## src/rtl/jk_bank_sequencer_if.sv

```systemverilog
// Purpose: request/status bundle between a controlling FSM, the JK sequencer and its flip-flop bank.
// Latency: wires only, no storage.
// Backpressure: none; start is honoured only while the sequencer is idle, otherwise dropped.
// Signals: start/stop/mode/steps/load_val request an operation, q_bank carries the bank state in,
//          j_out/k_out drive the bank, busy/done/wrapped report progress.
interface jk_bank_sequencer_if #(
    parameter int WIDTH = 4,
    parameter int CNT_W = 8
);
    logic             start;
    logic             stop;
    logic [1:0]       mode;
    logic [CNT_W-1:0] steps;
    logic [WIDTH-1:0] load_val;
    logic [WIDTH-1:0] q_bank;
    logic [WIDTH-1:0] j_out;
    logic [WIDTH-1:0] k_out;
    logic             busy;
    logic             done;
    logic             wrapped;

    // Controller side: issues requests and owns the bank state.
    modport master (
        output start, stop, mode, steps, load_val, q_bank,
        input  j_out, k_out, busy, done, wrapped
    );

    // Sequencer side.
    modport slave (
        input  start, stop, mode, steps, load_val, q_bank,
        output j_out, k_out, busy, done, wrapped
    );
endinterface

```

## src/rtl/jk_bank_sequencer.sv

```systemverilog
// Purpose: drives J/K excitation so an external JK flip-flop bank counts up/down, rotates or loads for N edges.
// Latency: first bank update on the edge after start is accepted; done pulses the cycle after the last step.
// Backpressure: start ignored while busy or done (not queued); stop aborts a run without updating the bank.
// Ports: clk, reset (synchronous, active-high) plus bus (slave modport):
//        start/stop/mode/steps/load_val in, q_bank in, j_out/k_out out, busy/done/wrapped out.
module jk_bank_sequencer #(
    parameter int WIDTH = 4,
    parameter int CNT_W = 8
) (
    input  logic               clk,
    input  logic               reset,
    jk_bank_sequencer_if.slave bus
);
    typedef enum logic [1:0] {
        S_IDLE = 2'd0,
        S_RUN  = 2'd1,
        S_DONE = 2'd2
    } state_t;

    localparam logic [1:0]       MODE_UP   = 2'b00;
    localparam logic [1:0]       MODE_DOWN = 2'b01;
    localparam logic [1:0]       MODE_ROTL = 2'b10;
    localparam logic [WIDTH-1:0] ALL_ONES  = '1;
    localparam logic [WIDTH-1:0] BANK_ONE  = {{(WIDTH-1){1'b0}}, 1'b1};
    localparam logic [CNT_W-1:0] CNT_ONE   = {{(CNT_W-1){1'b0}}, 1'b1};

    state_t           state_q, state_d;
    logic [CNT_W-1:0] cnt_q, cnt_d;
    logic [1:0]       mode_q, mode_d;
    logic [WIDTH-1:0] load_q, load_d;
    logic             wrapped_q, wrapped_d;

    logic [WIDTH-1:0] next_val;
    logic             wrap_step;
    logic [WIDTH-1:0] j_c, k_c;
    logic             busy_c, done_c;

    // Target value for the bank on the coming edge, from the live bank state.
    always_comb begin
        next_val  = load_q;
        wrap_step = 1'b0;
        case (mode_q)
            MODE_UP: begin
                next_val  = bus.q_bank + BANK_ONE;
                wrap_step = (bus.q_bank == ALL_ONES);
            end
            MODE_DOWN: begin
                next_val  = bus.q_bank - BANK_ONE;
                wrap_step = (bus.q_bank == '0);
            end
            MODE_ROTL: next_val = {bus.q_bank[WIDTH-2:0], bus.q_bank[WIDTH-1]};
            default:   next_val = load_q;
        endcase
    end

    always_comb begin
        state_d   = state_q;
        cnt_d     = cnt_q;
        mode_d    = mode_q;
        load_d    = load_q;
        wrapped_d = wrapped_q;
        j_c       = '0;
        k_c       = '0;
        busy_c    = 1'b0;
        done_c    = 1'b0;
        case (state_q)
            S_IDLE: begin
                if (bus.start) begin
                    mode_d    = bus.mode;
                    load_d    = bus.load_val;
                    cnt_d     = bus.steps;
                    wrapped_d = 1'b0;
                    state_d   = (bus.steps == '0) ? S_DONE : S_RUN;
                end
            end
            S_RUN: begin
                busy_c = 1'b1;
                if (bus.stop) begin
                    // Abort wins over the step: J=K=0 keeps the bank where it is.
                    state_d = S_DONE;
                end else begin
                    // Set-only / reset-only excitation; J and K are never both high.
                    j_c   = next_val & ~bus.q_bank;
                    k_c   = ~next_val & bus.q_bank;
                    cnt_d = cnt_q - CNT_ONE;
                    if (wrap_step) begin
                        wrapped_d = 1'b1;
                    end
                    if (cnt_q == CNT_ONE) begin
                        state_d = S_DONE;
                    end
                end
            end
            S_DONE: begin
                done_c  = 1'b1;
                state_d = S_IDLE;
            end
            default: state_d = S_IDLE;
        endcase
    end

    always_ff @(posedge clk) begin
        if (reset) begin
            state_q   <= S_IDLE;
            cnt_q     <= '0;
            mode_q    <= 2'b00;
            load_q    <= '0;
            wrapped_q <= 1'b0;
        end else begin
            state_q   <= state_d;
            cnt_q     <= cnt_d;
            mode_q    <= mode_d;
            load_q    <= load_d;
            wrapped_q <= wrapped_d;
        end
    end

    // The bank shares this reset, so excitation is forced off while reset is held
    // even though the state register only clears on the edge.
    assign bus.j_out   = reset ? '0 : j_c;
    assign bus.k_out   = reset ? '0 : k_c;
    assign bus.busy    = busy_c;
    assign bus.done    = done_c;
    assign bus.wrapped = wrapped_q;
endmodule

```

## src/flat_wrapper.sv

```systemverilog
// flat-port wrapper written by rule: the top's interface ports become plain ports
module jk_bank_sequencer_flat 
#(
    parameter int WIDTH = 4,
    parameter int CNT_W = 8
)
  (clk, reset, bus_start, bus_stop, bus_mode, bus_steps, bus_load_val, bus_q_bank, bus_j_out, bus_k_out, bus_busy, bus_done, bus_wrapped);
  jk_bank_sequencer_if #(.WIDTH(WIDTH), .CNT_W(CNT_W)) bus_i ();
  input  logic clk;
  input  logic reset;
  input wire logic [$bits(bus_i.start)-1:0] bus_start;
  input wire logic [$bits(bus_i.stop)-1:0] bus_stop;
  input wire logic [$bits(bus_i.mode)-1:0] bus_mode;
  input wire logic [$bits(bus_i.steps)-1:0] bus_steps;
  input wire logic [$bits(bus_i.load_val)-1:0] bus_load_val;
  input wire logic [$bits(bus_i.q_bank)-1:0] bus_q_bank;
  output wire logic [$bits(bus_i.j_out)-1:0] bus_j_out;
  output wire logic [$bits(bus_i.k_out)-1:0] bus_k_out;
  output wire logic [$bits(bus_i.busy)-1:0] bus_busy;
  output wire logic [$bits(bus_i.done)-1:0] bus_done;
  output wire logic [$bits(bus_i.wrapped)-1:0] bus_wrapped;
  assign bus_i.start = bus_start;
  assign bus_i.stop = bus_stop;
  assign bus_i.mode = bus_mode;
  assign bus_i.steps = bus_steps;
  assign bus_i.load_val = bus_load_val;
  assign bus_i.q_bank = bus_q_bank;
  assign bus_j_out = bus_i.j_out;
  assign bus_k_out = bus_i.k_out;
  assign bus_busy = bus_i.busy;
  assign bus_done = bus_i.done;
  assign bus_wrapped = bus_i.wrapped;
  jk_bank_sequencer #(.WIDTH(WIDTH), .CNT_W(CNT_W)) u_core (.clk(clk), .reset(reset), .bus(bus_i));
endmodule
```

## config.mk

```make
export PLATFORM = sky130hd
export DESIGN_NAME = jk_bank_sequencer_flat
export DESIGN_NICKNAME = d
export VERILOG_FILES = /design/src/rtl/jk_bank_sequencer_if.sv /design/src/rtl/jk_bank_sequencer.sv /design/src/flat_wrapper.sv
export SDC_FILE = /design/constraint.sdc
export NUM_CORES = 1
export LEC_CHECK = 0
export BUFFER_PORTS_ARGS = -buffer_cell sky130_fd_sc_hd__buf_2
export CAP_MARGIN = 25
export CORE_ASPECT_RATIO = 0.9
export CORE_UTILIZATION = 30
export CTS_BUF_LIST = sky130_fd_sc_hd__clkbuf_8
export DETAILED_ROUTE_END_ITERATION = 10
export PLACE_DENSITY = 0.6
export SYNTH_ARGS = -nofsm -noshare
export SYNTH_HDL_FRONTEND = slang
export SYNTH_SLANG_ARGS = --single-unit
export TNS_END_PERCENT = 100
```

## constraint.sdc

```tcl
create_clock -name clk -period 2.2 [get_ports clk]
set_input_delay 0.22 -clock clk [delete_from_list [all_inputs] [get_ports clk]]
set_output_delay 0.22 -clock clk [all_outputs]
set_load 0.05 [all_outputs]
```

* Word-level counts from Yosys, hierarchy flattened
Index checks and enable logic that the tools add are counted.
Widths: inputs -> output; s select.
** Storage, ports and cells
- Memories kept :: 0
- Logic and storage cells :: 53
- Flip-flop bits (word level) :: 17
- Bits in writable memories :: 0
- Latch bits :: 0
- Input port bits :: 22
- Bits in read-only memories :: 0
** Cells by class
- $mul :: 0
- $lt $le $gt $ge :: 0
- Bitwise operators :: 4
- Equality and inequality tests :: 10
- Reduce and logical (&&, ||, !) cells :: 9
- Divide/modulo/power cells :: 0
- Muxes and demuxes :: 22
- Shift-type cells :: 0
- Add/subtract/negate cells :: 3
** Operators with widths (number)
- $mux 4 :: 6
- $mux 8 :: 2
- $pmux 8 s2 :: 1
- $pmux 4 s3 :: 1
- $and 4x4->4 :: 2
- $eq 8x1->1 const B :: 1
- $logic_not 8->1 :: 1
- $mux 2 :: 4
- $not 4->4 :: 2
- $sub 8x1->8 const B :: 1
- $mux 1 :: 5
- $add 4x1->4 const B :: 1
- $eq 2x1->1 const B :: 2
- $eq 2x2->1 const B :: 2
- $eq 4x4->1 const B :: 1
- $logic_not 2->1 :: 2
- $logic_not 4->1 :: 1
- $ne 2x2->1 const B :: 2
- $pmux 1 s2 :: 2
- $pmux 2 s2 :: 1
- $reduce_and 2->1 :: 2
- $reduce_and 4->1 :: 1
- $sub 4x1->4 const B :: 1
- $ne 3x2->1 const B :: 1
- other kinds (3) :: 3

* Logic depth before layout (Yosys ltp)
Gate-level depths: netlist (run 1).
- Word-level depth :: 7
- Mapped depth :: 8

* Worst setup path after synthesis (run 1)
OpenSTA, ideal clock, no wires.
- Path kind :: reg2out
- Start :: register u_core.mode_q[1]
- End :: output port bus_j_out[2]
- Arrival :: 2505 ps
- Cell stages (with the launch flop) :: 9
- Setup slack :: -525 ps
- Required time :: 1980 ps
- Path through :: dfxtp_1 inv_1 nand2_1 xnor2_1 ha_1 or3_2 nand3_1 a21oi_1 nor3_1
** Between the ends
- Cells in the longest elaborated chain, start to end :: 6
- Elaborated cells on any way between the ends :: 8
- Classes of those cells :: 2 x eq/ne; 4 x mux; 1 x bitwise; 1 x reduce/logical
** RTL lines
- from (decl) :: RTL line jk_bank_sequencer.sv:29 : logic [1:0] mode_q, mode_d;
- from (signal assigned) :: RTL line jk_bank_sequencer.sv:112 : mode_q <= mode_d;
- $eq 2x2->1, or another cell as far along :: RTL line jk_bank_sequencer.sv:42 : case (mode_q)
- $pmux 4 s3 (*) :: RTL line jk_bank_sequencer.sv:42
- $and 4x4->4 (*) :: RTL line jk_bank_sequencer.sv:83 : j_c = next_val & ~bus.q_bank;
- $mux 4 (*) :: RTL line jk_bank_sequencer.sv:78 : if (bus.stop) begin
- $mux 4 (*) :: RTL line jk_bank_sequencer.sv:66 : case (state_q)
- $mux 4 (*) :: RTL line jk_bank_sequencer.sv:120 : assign bus.j_out = reset ? '0 : j_c;
- to (decl) :: RTL line flat_wrapper.sv:17 : output wire logic [$bits(bus_i.j_out)-1:0] bus_j_out;
Every way passes the cells marked *; elsewhere a longest branch is shown, timed or not.

* Worst setup path in the final report (run 1)
- Start :: register u_core.mode_q[1]
- End :: output port bus_k_out[2]
** Between the ends
- Cells in the longest elaborated chain, start to end :: 7
- Elaborated cells on any way between the ends :: 9
- Classes of those cells :: 2 x eq/ne; 4 x mux; 2 x bitwise; 1 x reduce/logical
** RTL lines
- $eq 2x2->1, or another cell as far along :: RTL line jk_bank_sequencer.sv:42
- $pmux 4 s3 (*) :: RTL line jk_bank_sequencer.sv:42
- $not 4->4 (*) :: RTL line jk_bank_sequencer.sv:84 : k_c = ~next_val & bus.q_bank;
- $and 4x4->4 (*) :: RTL line jk_bank_sequencer.sv:84
- $mux 4 (*) :: RTL line jk_bank_sequencer.sv:78
- $mux 4 (*) :: RTL line jk_bank_sequencer.sv:66
- $mux 4 (*) :: RTL line jk_bank_sequencer.sv:121 : assign bus.k_out = reset ? '0 : k_c;
- to (decl) :: RTL line flat_wrapper.sv:18 : output wire logic [$bits(bus_i.k_out)-1:0] bus_k_out;
Marks and branches as above.

==> results by stage, run 1 <==
STA:
- The sum of negative setup slack is 0 ns.
- For the finished layout, the period the worst path requires is around 2.1 ns.
- The worst path uses roughly 95% of the clock period.
- In the post-route analysis, the smallest setup slack over all paths is 0.106 ns.
- Timing would allow up to between 400 and 500 MHz.
- Headroom to the max-slew limit came out at approximately two thirds.
- On the final layout, the worst clock skew is roughly 0.0039 ns.
- The count of pins over their slew limit is 0.
- The number of hold-slack violations in the final timing report is 0.
- Setup repair after global routing left no endpoint under its margin.
- For the pin with the worst max-slew slack, the measured transition is 0.482 ns.
- Setup violations remaining at the end of the flow were counted as 0.

Clock network:
- After clock tree synthesis, the clock-pin slew on the worst setup and hold paths is around 0.070 ns.
- The TritonCTS clock tree is done.
- The maximum buffer depth of the clock tree is 2.
- After clock tree synthesis, the setup repair step added 0 buffers.
- The number of levels in the clock H-tree is 1.
- The total clock sinks is 17.
- The total CTS buffers is 3.
- Clock latency on the worst-skew pair, taken at its later pin, is about 0.25 ns.
- The CTS root buffer is sky130_fd_sc_hd__clkbuf_8.

Logic synthesis:
- The xor/xnor cell area share of the yosys netlist is under 10%.
- Of all cell types, the one taking the most synthesized area is sky130_fd_sc_hd__dfxtp_1.
- The combined area of all synthesized cells is ~0.0012 sq mm.
- The leading cell type by number of instances after synthesis is sky130_fd_sc_hd__a21oi_1.
- The area fraction in and, or, nand and nor cells after synthesis is a little over a quarter.
- Synthesis produced a netlist with a net count of roughly 180.
- Counting flops and latches in the post-synthesis netlist gives 17.
- The adder and majority gate portion of the synthesized area is under 10%.
- The register area share after synthesis is about 29%.
- The area fraction of the dominant cell type after synthesis is between 20% and 30%.
- After synthesis, the cell types taking the most area are sky130_fd_sc_hd__dfxtp_1 (29%), sky130_fd_sc_hd__a21oi_1 (8.1%), sky130_fd_sc_hd__o21ai_0 (6.0%), sky130_fd_sc_hd__nand2_1 (5.8%), sky130_fd_sc_hd__mux2i_1 (4.3%).
- The commonest cells after synthesis are sky130_fd_sc_hd__a21oi_1 (19), sky130_fd_sc_hd__nand2_1 (18), sky130_fd_sc_hd__dfxtp_1 (17).
- Yosys printed 0 warnings.
- After synthesis, the largest family of logic cells by area is compound AO/OA/AOI/OAI gates.
- The number of enable-type register cells in the synthesized netlist is 0.
- Synthesis instantiated 40 different standard cells from the library.
- Synthesis produced a netlist whose cell count is roughly 150.
- The average footprint of a synthesized cell is roughly 7.6 sq um.
- Among all flip-flop cells after synthesis, the most frequent one is sky130_fd_sc_hd__dfxtp_1.
- The mux share of post-synthesis cell area is between 4 and 5%.
- The async set-reset flop share out of synthesis is 0%.
- Summing the areas of all compound-gate instances in the mapped netlist gives 28.1% of the synthesized area.

Final layout:
- Of the cells placed in the final design, the portion with a size suffix greater than 1 is approximately a third.
- The filler cells instantiated in the layout total slightly below 400.
- The sequential cell area is ~340 sq um.
- The number of nets in the layout is 212.
- The finished cells cover 0.00145 sq mm.
- Compared with the post-synthesis result, the final layout area differs by 23.7%.
- The multi-input combinational cell area is ~780 sq um.
- The count of antenna diodes in the layout is 0.
- The final cell utilization of the core is 39.0%.

Power:
- The worst voltage drop across the vdd grid is roughly 0.17 mV.
- Of the total power, the share spent switching nets is roughly 34%.
- The net switching power of the design is 0.295 mW.
- The register share of total power is 41.6%.
- The internal power of the cells is between 0.5 and 0.6 mW.
- Dividing total power by cell area gives a power density of 591 mW/mm^2.
- The analysis attributes to cell leakage a power of approximately 0.6 nW.
- The combinational share of power is 31.2%.
- The clock group share of total power is 27.2%.

Global route:
- The largest net degree at the start of global routing is 20.
- The global-route wire length before repair is between 4000 and 5000 um.
- Summed over all layers, the global routing overflow is 0.
- Global routing used approximately 15% of the available tracks.
- The number of antenna violations at the first check in global routing is 0.
- The number of global-route vias before repair was around 1000.

Place:
- Input and output buffers added on the ports amount to 32.
- Timing analysis after detailed placement gives a worst setup slack of about 0.23 ns.
- Summing all placed instances gives a cell area of between 0.001 and 0.0015 sq mm.
- The congestion estimate from routability-driven global placement came to 0.758.
- The placed wire-length estimate is 2170 um.

Setup path:
- The startpoint of the most critical register-to-register path is u_core.state_q[0].
- The number of cells on the worst reg-to-reg path is 4.
- The critical path starts at u_core.mode_q[1].
- For the worst setup path, the data required time is roughly 2 ns.
- Along the worst path, the maximum fanout reaches 3.
- At the worst endpoint, the arrival time is approximately 1.9 ns.
- The worst setup path is captured at an output pin.
- The critical path is of the flip-flop to output pin type.
- The type of element launching the critical path is a flip-flop.

Floorplanning:
- The starting density of the core is between 30% and 40%.
- After floorplanning, the core was divided into 21 placement rows.
- In this run the vertical extent of the chip is roughly 61 um.
- The floorplan step defined a die boundary enclosing about 0.0042 sq mm.
- The count of boundary I/O pins is 33.
- The horizontal extent of the die is slightly below 70 um.
- The core region is about 0.0037 sq mm.

Job:
- The max-cap check violation count is 0.

Routing:
- After detailed routing, the number of vias per cell comes to around 5.3.
- In the routed design, unresolved DRC markers number 0.
- After the first detailed-routing iteration, the DRC count stood at 29.
- The total detailed-routing wirelength is around 2800 um.
- The first-pass iteration count of the detailed router is 4.
- Once detail routing completed, the nets flagged for antenna violations numbered 0.
- The detailed router placed between 1000 and 1500 vias in this run.
- The per-cell routed wire length is between 10 and 15 um.

Worst hold path:
- The start point of the worst hold path is bus_mode[1].
- The worst hold path class is input pin to flip-flop.
- The hold path depth is 3.

Status:
- The run finished with clean final reports.
## critical path: stages, from the launching register on
cell	delay [ns]
sky130_fd_sc_hd__dfxtp_2	0.33
sky130_fd_sc_hd__inv_2	0.05
sky130_fd_sc_hd__nand2_2	0.06
sky130_fd_sc_hd__xnor2_2	0.13
sky130_fd_sc_hd__ha_2	0.20
sky130_fd_sc_hd__or3_2	0.42
sky130_fd_sc_hd__nand3_2	0.08
sky130_fd_sc_hd__a21oi_2	0.06
sky130_fd_sc_hd__and3_1	0.17
sky130_fd_sc_hd__buf_6	0.15
## cell families after synthesis
kind of cell    after synthesis
buf+inv                      15
flops                        17
mux                           5
compound gates               53
simple gates                 59
xor+xnor                      2
fa+ha+maj                     3
## final cells by class
class                           count  area share, %
Tap cell                           46           3.96
Multi-Input combinational cell    122           53.4
Timing Repair Buffer               37           14.5
Sequential cell                    17           23.5
Clock inverter                      1          0.344
Inverter                            6           1.55
Clock buffer                        3           2.84
## flip-flops by register name, summed over array words and instances, names as in the netlist
signal	flops
u_core.cnt_q	8
u_core.load_q	4
u_core.mode_q	2
u_core.state_q	2
u_core.bus.wrapped	1
## power groups by stage
stage	sequential (mW)	combinational (mW)	clock, mW
3_3_place_gp	0.364	0.260	0
2_1_floorplan	0.359	0.202	0
3_5_place_dp	0.364	0.262	0
4_1_cts	0.357	0.263	0.238
6_report	0.358	0.268	0.234
5_1_grt	0.363	0.302	0.253
## final timing paths
kind	endpoint	slack, ns
worst max register to register	u_core.cnt_q[5]	0.61
worst max-delay path	bus_k_out[2]	0.11
worst min-delay path	u_core.mode_q[1]	0.20
worst min register to register	u_core.cnt_q[7]	0.47
## metrics by stage
| step | hold WS [ns] | total power, mW | instances |
|---|---|---|---|
| after floorplan | 0.356 | 0.561 | 154 |
| after global placement | 0.463 | 0.624 | 228 |
| after detailed placement | 0.469 | 0.626 | 228 |
| after CTS | 0.205 | 0.858 | 232 |
| after global routing | 0.195 | 0.918 | 232 |
| final | 0.201 | 0.860 | 232 |
## layout by cell type (no fill, tap or decap), types with 4 or more instances in the layout
cell                       synthesis  layout
sky130_fd_sc_hd__buf_2             0      30
sky130_fd_sc_hd__a21oi_1          19      18
sky130_fd_sc_hd__nand2_1          18      17
sky130_fd_sc_hd__dfxtp_1          17      16
sky130_fd_sc_hd__o21ai_0          14      14
sky130_fd_sc_hd__nor2_1           11      11
sky130_fd_sc_hd__mux2i_1           5       5
sky130_fd_sc_hd__nor3_1            7       5
sky130_fd_sc_hd__a21o_1            5       5
sky130_fd_sc_hd__buf_4             3       5
sky130_fd_sc_hd__nand2b_1          4       4
sky130_fd_sc_hd__nor3_2            2       4
sky130_fd_sc_hd__inv_1             5       4
## layer usage
| layer | up-vias | global-route usage (%) | wire [um] |
|---|---|---|---|
| met3 | 2 | 2.41 | 170 |
| met4 | 0 | 4.46 | 26 |
| met1 | 567 | 20.5 | 1360 |
| met5 | - | 0 | 0 |
| met2 | 37 | 23.4 | 1260 |
| li1 | 621 | - | - |
## what timing repair did
action	CTS	global route
endpoints found under the hold margin	0	0
endpoints found under the setup margin	1	2
pin swaps	0	3
gates cloned	0	0
gates resized for setup	1	11
hold buffers	0	0
Note: power is estimated with default switching activity, not from simulation.
==> run 2, diff against run 1 <==
--- a/config.mk
+++ b/config.mk
@@ -7,7 +7,6 @@
 export LEC_CHECK = 0
 export BUFFER_PORTS_ARGS = -buffer_cell sky130_fd_sc_hd__buf_2
 export CAP_MARGIN = 25
-export CORE_ASPECT_RATIO = 0.9
 export CORE_UTILIZATION = 30
 export CTS_BUF_LIST = sky130_fd_sc_hd__clkbuf_8
 export DETAILED_ROUTE_END_ITERATION = 10
==> constraint.sdc (replaced) <==
create_clock -name clk -period 2.6 [get_ports clk]
set_input_delay 0.26 -clock clk [delete_from_list [all_inputs] [get_ports clk]]
set_output_delay 0.26 -clock clk [all_outputs]
set_load 0.05 [all_outputs]
==> run 2 against run 1 <==
Compared with the run above:
- sequential share of layout area rose by 0.90 points
- register-to-register slack improved by 0.35 ns
- cell area fell by 4.0%
- non-clock buffer count fell by 3
- combinational power fell by 21%
- routed wire length rose by 0.78%
- first-iteration DRC count rose to 2.6 times the previous value
- via count fell by 2.4%
- largest cell class unchanged
==> results by stage, run 2 (same netlist as run 1, synthesis figures left out) <==
Status:
- The flow ran to the end, and the final reports show no timing, DRC or antenna violations.

Place:
- The total of buffers placed on input and output ports is 32.
- At the end of routability-driven placement, the weighted congestion stood at approximately 0.84.
- Once placement finished, the instance area stood at around 0.0013 sq mm.
- OpenSTA, run right after detailed placement, puts the worst setup slack at 0.397 ns.
- The placed wire-length estimate is between 2000 and 2500 um.

Routing:
- The routed via count divided by cell count is just over 5.
- The first detailed-routing pass ran for 4 iterations.
- In this run the remaining antenna-violating nets after routing total 0.
- After detailed routing, the number of remaining DRC violations is 0.
- The per-cell routed wire length is approximately 12 um.
- The routed layout has roughly 1200 vias.
- The iteration-0 DRC count of the detailed router is 74.
- Summed over all layers, the routed wires come to 2840 um.

Final layout:
- From synthesis to final layout, the design area changed by 18.7%.
- u_core.cnt_q holds more flip-flops than any other register.
- The post-route netlist has 26.8% of its cells at a drive strength greater than 1.
- The count of antenna diodes in the layout is 0.
- The largest registers in the layout are u_core.cnt_q (8), u_core.load_q (4).
- The register with the most flip-flops in the layout has 8 of them.
- The leading cell type in the layout, fill and taps excluded is sky130_fd_sc_hd__buf_2.
- The finished cells cover roughly 0.0014 sq mm.
- After filler insertion, the fill cell instance count of the layout stands at 410.
- The number of nets in the layout is 209.
- In the layout the commonest cells are sky130_fd_sc_hd__buf_2 (31), sky130_fd_sc_hd__a21oi_1 (19), sky130_fd_sc_hd__nand2_1 (18).

Power:
- The total power is between 0.7 and 0.8 mW.
- Dividing total power by cell area gives a power density of approximately 510 mW/mm^2.
- The leakage power total is slightly below 0.6 nW.
- The worst voltage drop across the vdd grid is 0.141 mV.

Floorplanning:
- The height of the die is approximately 65 um.
- For this configuration, the core starts out at a cell density of around a third.
- The count of boundary I/O pins is 33.
- The number of core rows is 22.
- The horizontal extent of the die is 64.6 um.
- The placeable core region is roughly 0.0037 sq mm.
- The die outline area is 0.00417 sq mm.

Setup path:
- The arrival time of the worst setup path is 2.11 ns.
- STA classifies the critical path endpoint as an output pin.
- In this run the worst path has a maximum fanout of 7.
- The category of the most critical setup path is flip-flop to output pin.
- For the worst setup path, the data required time is about 2.3 ns.
- The type of element launching the critical path is a flip-flop.

Clock network:
- The count of hold buffers inserted by post-cts repair is 0.
- The later pin in the worst-skew pair is clocked with a latency of approximately 0.25 ns.
- After clock tree synthesis, the clock-pin slew on the worst setup and hold paths is around 0.06 ns.
- In this run the number of H-tree levels came out at 1.
- CTS saw 17 sinks.
- TritonCTS built the clock tree.
- The tree is rooted in a sky130_fd_sc_hd__clkbuf_8.
- Buffers inserted during clock tree synthesis total 3.
- The maximum buffer depth of the clock tree is 2.

Global route:
- The number of global-route vias before repair came to ~1100.
- For this run, the total global-route usage over all layers was measured as 14.1%.
- The largest net degree at the start of global routing is 20.
- The first global-routing pass estimated roughly 4700 um of wire.
- The number of antenna violations at the first check in global routing is 0.
- The overall overflow remaining after global route is 0.

STA:
- The number of hold-slack violations in the final timing report is 0.
- The transition time at the pin with the least slew margin is a little under 0.5 ns.
- The smallest hold slack is between 0.2 and 0.25 ns.
- The count of final setup violators is 0.
- Of the available clock period, the critical path in the final layout requires between 90% and 100%.
- The count of pins over their slew limit is 0.
- In the post-route analysis, the smallest setup slack over all paths is around 0.23 ns.
- Setup total negative slack on the finished layout was measured at 0 ns.
- The highest clock rate is roughly 420 MHz.
- Setup repair after global routing left no endpoint under its margin.
- The smallest clock period supported by the final layout is computed as 2.37 ns.
- The relative slew slack is 67.2%.
- For the final database, setup skew stands at 0.00300 ns.

Job:
- The max-cap check violation count is 0.

Worst hold path:
- The worst hold path class is input pin to flip-flop.
run 2: through the flow:
stage,util [%],std cells
3_5_place_dp,36.3,227
2_1_floorplan,-,154
5_1_grt,37.5,231
3_3_place_gp,36.3,227
4_1_cts,37.5,231
6_report,37.5,231
run 2: worst paths after layout:
path | to | slack, ns | from | depth (start not counted)
min | u_core.load_q[2] | 0.25 | bus_load_val[2] | 3
min reg2reg | u_core.cnt_q[7] | 0.48 | u_core.cnt_q[7] | 2
max reg2reg | u_core.cnt_q[3] | 0.96 | u_core.state_q[1] | 6
max | bus_j_out[2] | 0.23 | u_core.mode_q[1] | 9
run 2: what timing repair did:
item | CTS | global route
setup endpoints to repair | 0 | 2
endpoints found under the hold margin | 0 | 0
setup buffers | 0 | 0
gates resized for setup | 0 | 2
run 2: final cells by class:
type                            instances  area [sq um]  share of cell area [%]
Clock inverter                          1          3.75                   0.269
Clock buffer                            3          41.3                    2.96
Multi-Input combinational cell        122           749                    53.7
Timing Repair Buffer                   34           178                    12.7
Tap cell                               48          60.1                    4.30
Inverter                                6          22.5                    1.61
Sequential cell                        17           340                    24.4
run 2: worst max-delay path, cell delays in order, from the launching register on:
cell and delay (ns):
sky130_fd_sc_hd__dfxtp_1 0.43, sky130_fd_sc_hd__inv_2 0.10, sky130_fd_sc_hd__nand2_1 0.09, sky130_fd_sc_hd__xnor2_1 0.06, sky130_fd_sc_hd__ha_1 0.21, sky130_fd_sc_hd__or3_2 0.41, sky130_fd_sc_hd__nand3_1 0.09, sky130_fd_sc_hd__a21oi_1 0.08
sky130_fd_sc_hd__nor3_2 0.14, sky130_fd_sc_hd__clkbuf_4 0.24
run 2: report_power, final:
part | internal, mW | leakage, nW | switching (mW)
Clock | 0.105 | 0.0269 | 0.0899
Combinational | 0.0821 | 0.410 | 0.131
Sequential | 0.283 | 0.140 | 0.0219
Total | 0.470 | 0.577 | 0.243
run 2: metal layers:
layer	vias up	GRT usage (%)	wire length, um
li1	614	-	-
met2	29	22.4	1210
met3	6	2.64	119
met5	-	0	0
met1	549	19.0	1460
met4	0	5.00	44
==> run 3, diff against run 2 <==
--- a/config.mk
+++ b/config.mk
@@ -7,10 +7,11 @@
 export LEC_CHECK = 0
 export BUFFER_PORTS_ARGS = -buffer_cell sky130_fd_sc_hd__buf_2
 export CAP_MARGIN = 25
+export CELL_PAD_IN_SITES_DETAIL_PLACEMENT = 1
+export CELL_PAD_IN_SITES_GLOBAL_PLACEMENT = 1
 export CORE_UTILIZATION = 30
-export CTS_BUF_LIST = sky130_fd_sc_hd__clkbuf_8
 export DETAILED_ROUTE_END_ITERATION = 10
-export PLACE_DENSITY = 0.6
+export PLACE_DENSITY = 0.75
 export SYNTH_ARGS = -nofsm -noshare
 export SYNTH_HDL_FRONTEND = slang
 export SYNTH_SLANG_ARGS = --single-unit
==> run 3 against run 2 <==
Compared with the run above:
- routed wire length grew 15%
- sequential share of layout area up 0.20 points
- global-route usage increased by 3.4 points
- die area did not move
- total power is 1.3% higher
- utilization down 0.17 points
- fmax is 1.7% lower
- count of clock-buffer cells in the layout grew 1
- sequential power grew 1%
- combinational power hardly changed
- clock power is 3% higher
- first-iteration DRC count decreased by 50%
- largest power group unchanged
- highest routed layer unchanged
==> results by stage, run 3 (same netlist as run 1, synthesis figures left out) <==
Routing:
- In the routed layout, each cell is associated on average with a via count of 5.30.
- For this run, the detailed router's first-pass iteration total came to 4.
- For this run, design rule violations remaining after detail routing come to 0.
- The per-cell routed wire length is between 10 and 15 um.
- The remaining antenna violation count is 0.
- The total detailed-routing wirelength is 3250 um.
- The iteration-0 DRC count of the detailed router is 37.
- The via count is about 1200.

STA:
- The sum of negative setup slack is 0 ns.
- The number of hold-slack violations in the final timing report is 0.
- Setup repair after global routing left no endpoint under its margin.
- The count of pins over their slew limit is 0.
- In the finished design, the share of the clock period the worst path needs comes to 92.8%.
- The routed design could run at a clock period as short as around 2.4 ns.
- The count of final setup violators is 0.
- The transition time at the pin with the least slew margin is just under 0.5 ns.
- For the final database, setup skew stands at approximately 0.0010 ns.
- The relative slew slack is 67.5%.
- The highest clock rate is roughly 410 MHz.

Power:
- For this design the static power due to leakage is 0.568 nW.
- Power spread over the standard cell area amounts to ~520 mW/mm^2.
- The worst voltage drop across the vdd grid is about 0.23 mV.

Setup path:
- STA classifies the critical path startpoint as a flip-flop.
- The worst setup path is of the flip-flop to output pin kind.
- Traced cell by cell, the critical path runs through inv_2 > nand2_1 > xnor2_1 > ha_1 > or3_2 > nand3_1 > a21oi_1 > nor3_2 > clkbuf_4.
- On the worst path, the slowest cell contributes a delay of between 0.4 and 0.5 ns.
- STA classifies the critical path endpoint as an output pin.
- The endpoint required time on the critical path is around 2.3 ns.
- The maximum net fanout on the critical path is 7.
- Data arrives at the worst endpoint at around 2.2 ns.
- The master of the slowest instance on the critical path is sky130_fd_sc_hd__or3_2.

Final layout:
- The sequential cells in the finished layout cover a total of around 340 sq um.
- In the final layout, the multi-input gates occupy around 750 sq um.
- Once layout is complete, the utilization of the core stands at approximately 37%.
- The library cell used most frequently in the layout, excluding fill and tap cells, is sky130_fd_sc_hd__buf_2.
- The register with the most flip-flops in the final layout is u_core.cnt_q.
- From synthesis to final layout, the design area changed by 18.2%.
- After the last flow step, the layout net total stands at roughly 210.
- The share of final-layout standard cells stronger than drive strength 1 is 26.9%.
- The register with the most flip-flops in the layout has 8 of them.
- The count of antenna diodes in the layout is 0.
- Leaving out fill and tap cells, the most frequent cells in the layout are sky130_fd_sc_hd__buf_2 (31), sky130_fd_sc_hd__a21oi_1 (19), sky130_fd_sc_hd__nand2_1 (18).
- The largest registers in the layout are u_core.cnt_q (8), u_core.load_q (4).
- After filler insertion, the fill cell instance count of the layout stands at 477.

Clock network:
- Clock-pin slew was measured on the worst setup and hold paths at around 0.07 ns.
- The total clock sinks is 17.
- The total CTS buffers is 3.
- The tree is rooted in a sky130_fd_sc_hd__clkbuf_8.
- Buffers inserted to repair hold after CTS numbered 0.
- The maximum buffer depth of the clock tree is 2.
- Once the clock tree was built, the setup fixing pass inserted 0 buffers.
- The post-cts gate resize count is 0.
- The TritonCTS clock tree is done.
- The number of levels in the clock H-tree is 1.
- The later pin in the worst-skew pair is clocked with a latency of 0.25 ns.

Global route:
- The largest net degree at the start of global routing is 20.
- The global-route wire length before repair is 5750 um.
- In the global route stage, overall resource usage came out at between 10% and 20%.
- The overall overflow remaining after global route is 0.
- The number of antenna violations at the first check in global routing is 0.
- The number of global-route vias before repair is about 1300.

Status:
- The run finished with clean final reports.

Place:
- The final estimated routing congestion in global placement is about 0.77.
- The placed wire-length estimate is about 2500 um.
- The total of buffers placed on input and output ports is 32.

Floorplanning:
- After floorplanning, the core was divided into 22 placement rows.
- 33 I/O pins were placed.
- The die outline area is between 0.004 and 0.005 sq mm.
- The region available for standard cell placement spans 0.00372 sq mm.
- The horizontal extent of the die is 64.6 um.
- The starting density of the core is 31.6%.
- The height of the die is 64.6 um.

Worst hold path:
- The worst hold path class is input pin to flip-flop.

Job:
- The tool flagged a number of max-cap violations equal to 0.
[run 3: cell count changes in the layout (fill, tap and decap cells not counted)]
cell                       before  now
sky130_fd_sc_hd__buf_4          2    1
sky130_fd_sc_hd__clkbuf_1       0    1
sky130_fd_sc_hd__dfxtp_1       17   16
sky130_fd_sc_hd__dfxtp_2        0    1
sky130_fd_sc_hd__inv_1          5    4
[run 3: worst max-delay path: cells and delay by family, from the launching register on]
kind / cells / cell delay, ns
adder cells (fa/ha/maj): 1 / 0.21
AO/OA/AOI/OAI: 1 / 0.09
AND/OR/NAND/NOR: 4 / 0.73
buffers and inverters: 2 / 0.37
XOR/XNOR: 1 / 0.13
flip-flops: 1 / 0.37
[run 3: layout make-up]
type | instances | area share [%]
multi-input combinational | 122 | 54.0
sequential | 17 | 24.6
timing repair buffer | 33 | 12.3
tap | 48 | 4.32
clock buffer | 4 | 3.24
inverter | 6 | 1.62
[run 3: metrics by stage]
| step | power [mW] | worst slack [ns] | hold WS [ns] | cell area, sq um | cells |
|---|---|---|---|---|---|
| 6_report | 0.723 | 0.187 | 0.237 | 1390 | 230 |
| 5_1_grt | 0.775 | 0.0208 | 0.262 | 1390 | 230 |
| 2_1_floorplan | 0.474 | 0.252 | 0.396 | 1180 | 154 |
| 3_3_place_gp | 0.517 | 0.393 | 0.465 | 1340 | 226 |
| 3_5_place_dp | 0.528 | 0.319 | 0.483 | 1340 | 226 |
| 4_1_cts | 0.732 | 0.0374 | 0.236 | 1390 | 230 |
[run 3: worst paths after layout]
| kind | cells past startpoint | slack (ns) | from | to |
|---|---|---|---|---|
| min reg2reg | 2 | 0.49 | u_core.load_q[2] | u_core.load_q[2] |
| max reg2reg | 6 | 0.91 | u_core.state_q[1] | u_core.cnt_q[3] |
| max | 9 | 0.19 | u_core.mode_q[1] | bus_j_out[2] |
| min | 3 | 0.24 | bus_load_val[2] | u_core.load_q[2] |
[run 3: report_power, final]
group          internal [mW]  total, mW  switching, mW  leakage, nW
Combinational         0.0809      0.213          0.132        0.405
Clock                  0.109      0.201         0.0917       0.0228
Sequential             0.283      0.309         0.0257        0.140
Total                  0.473      0.723          0.250        0.568
[run 3: metal layers]
| layer | share of wire, % | global-route usage [%] | vias to the layer above |
|---|---|---|---|
| met5 | 0 | 0 | - |
| met4 | 0.92 | 5.00 | 0 |
| met3 | 3.1 | 2.11 | 4 |
| met2 | 52 | 34.2 | 26 |
| met1 | 43 | 19.6 | 576 |
| li1 | - | - | 613 |
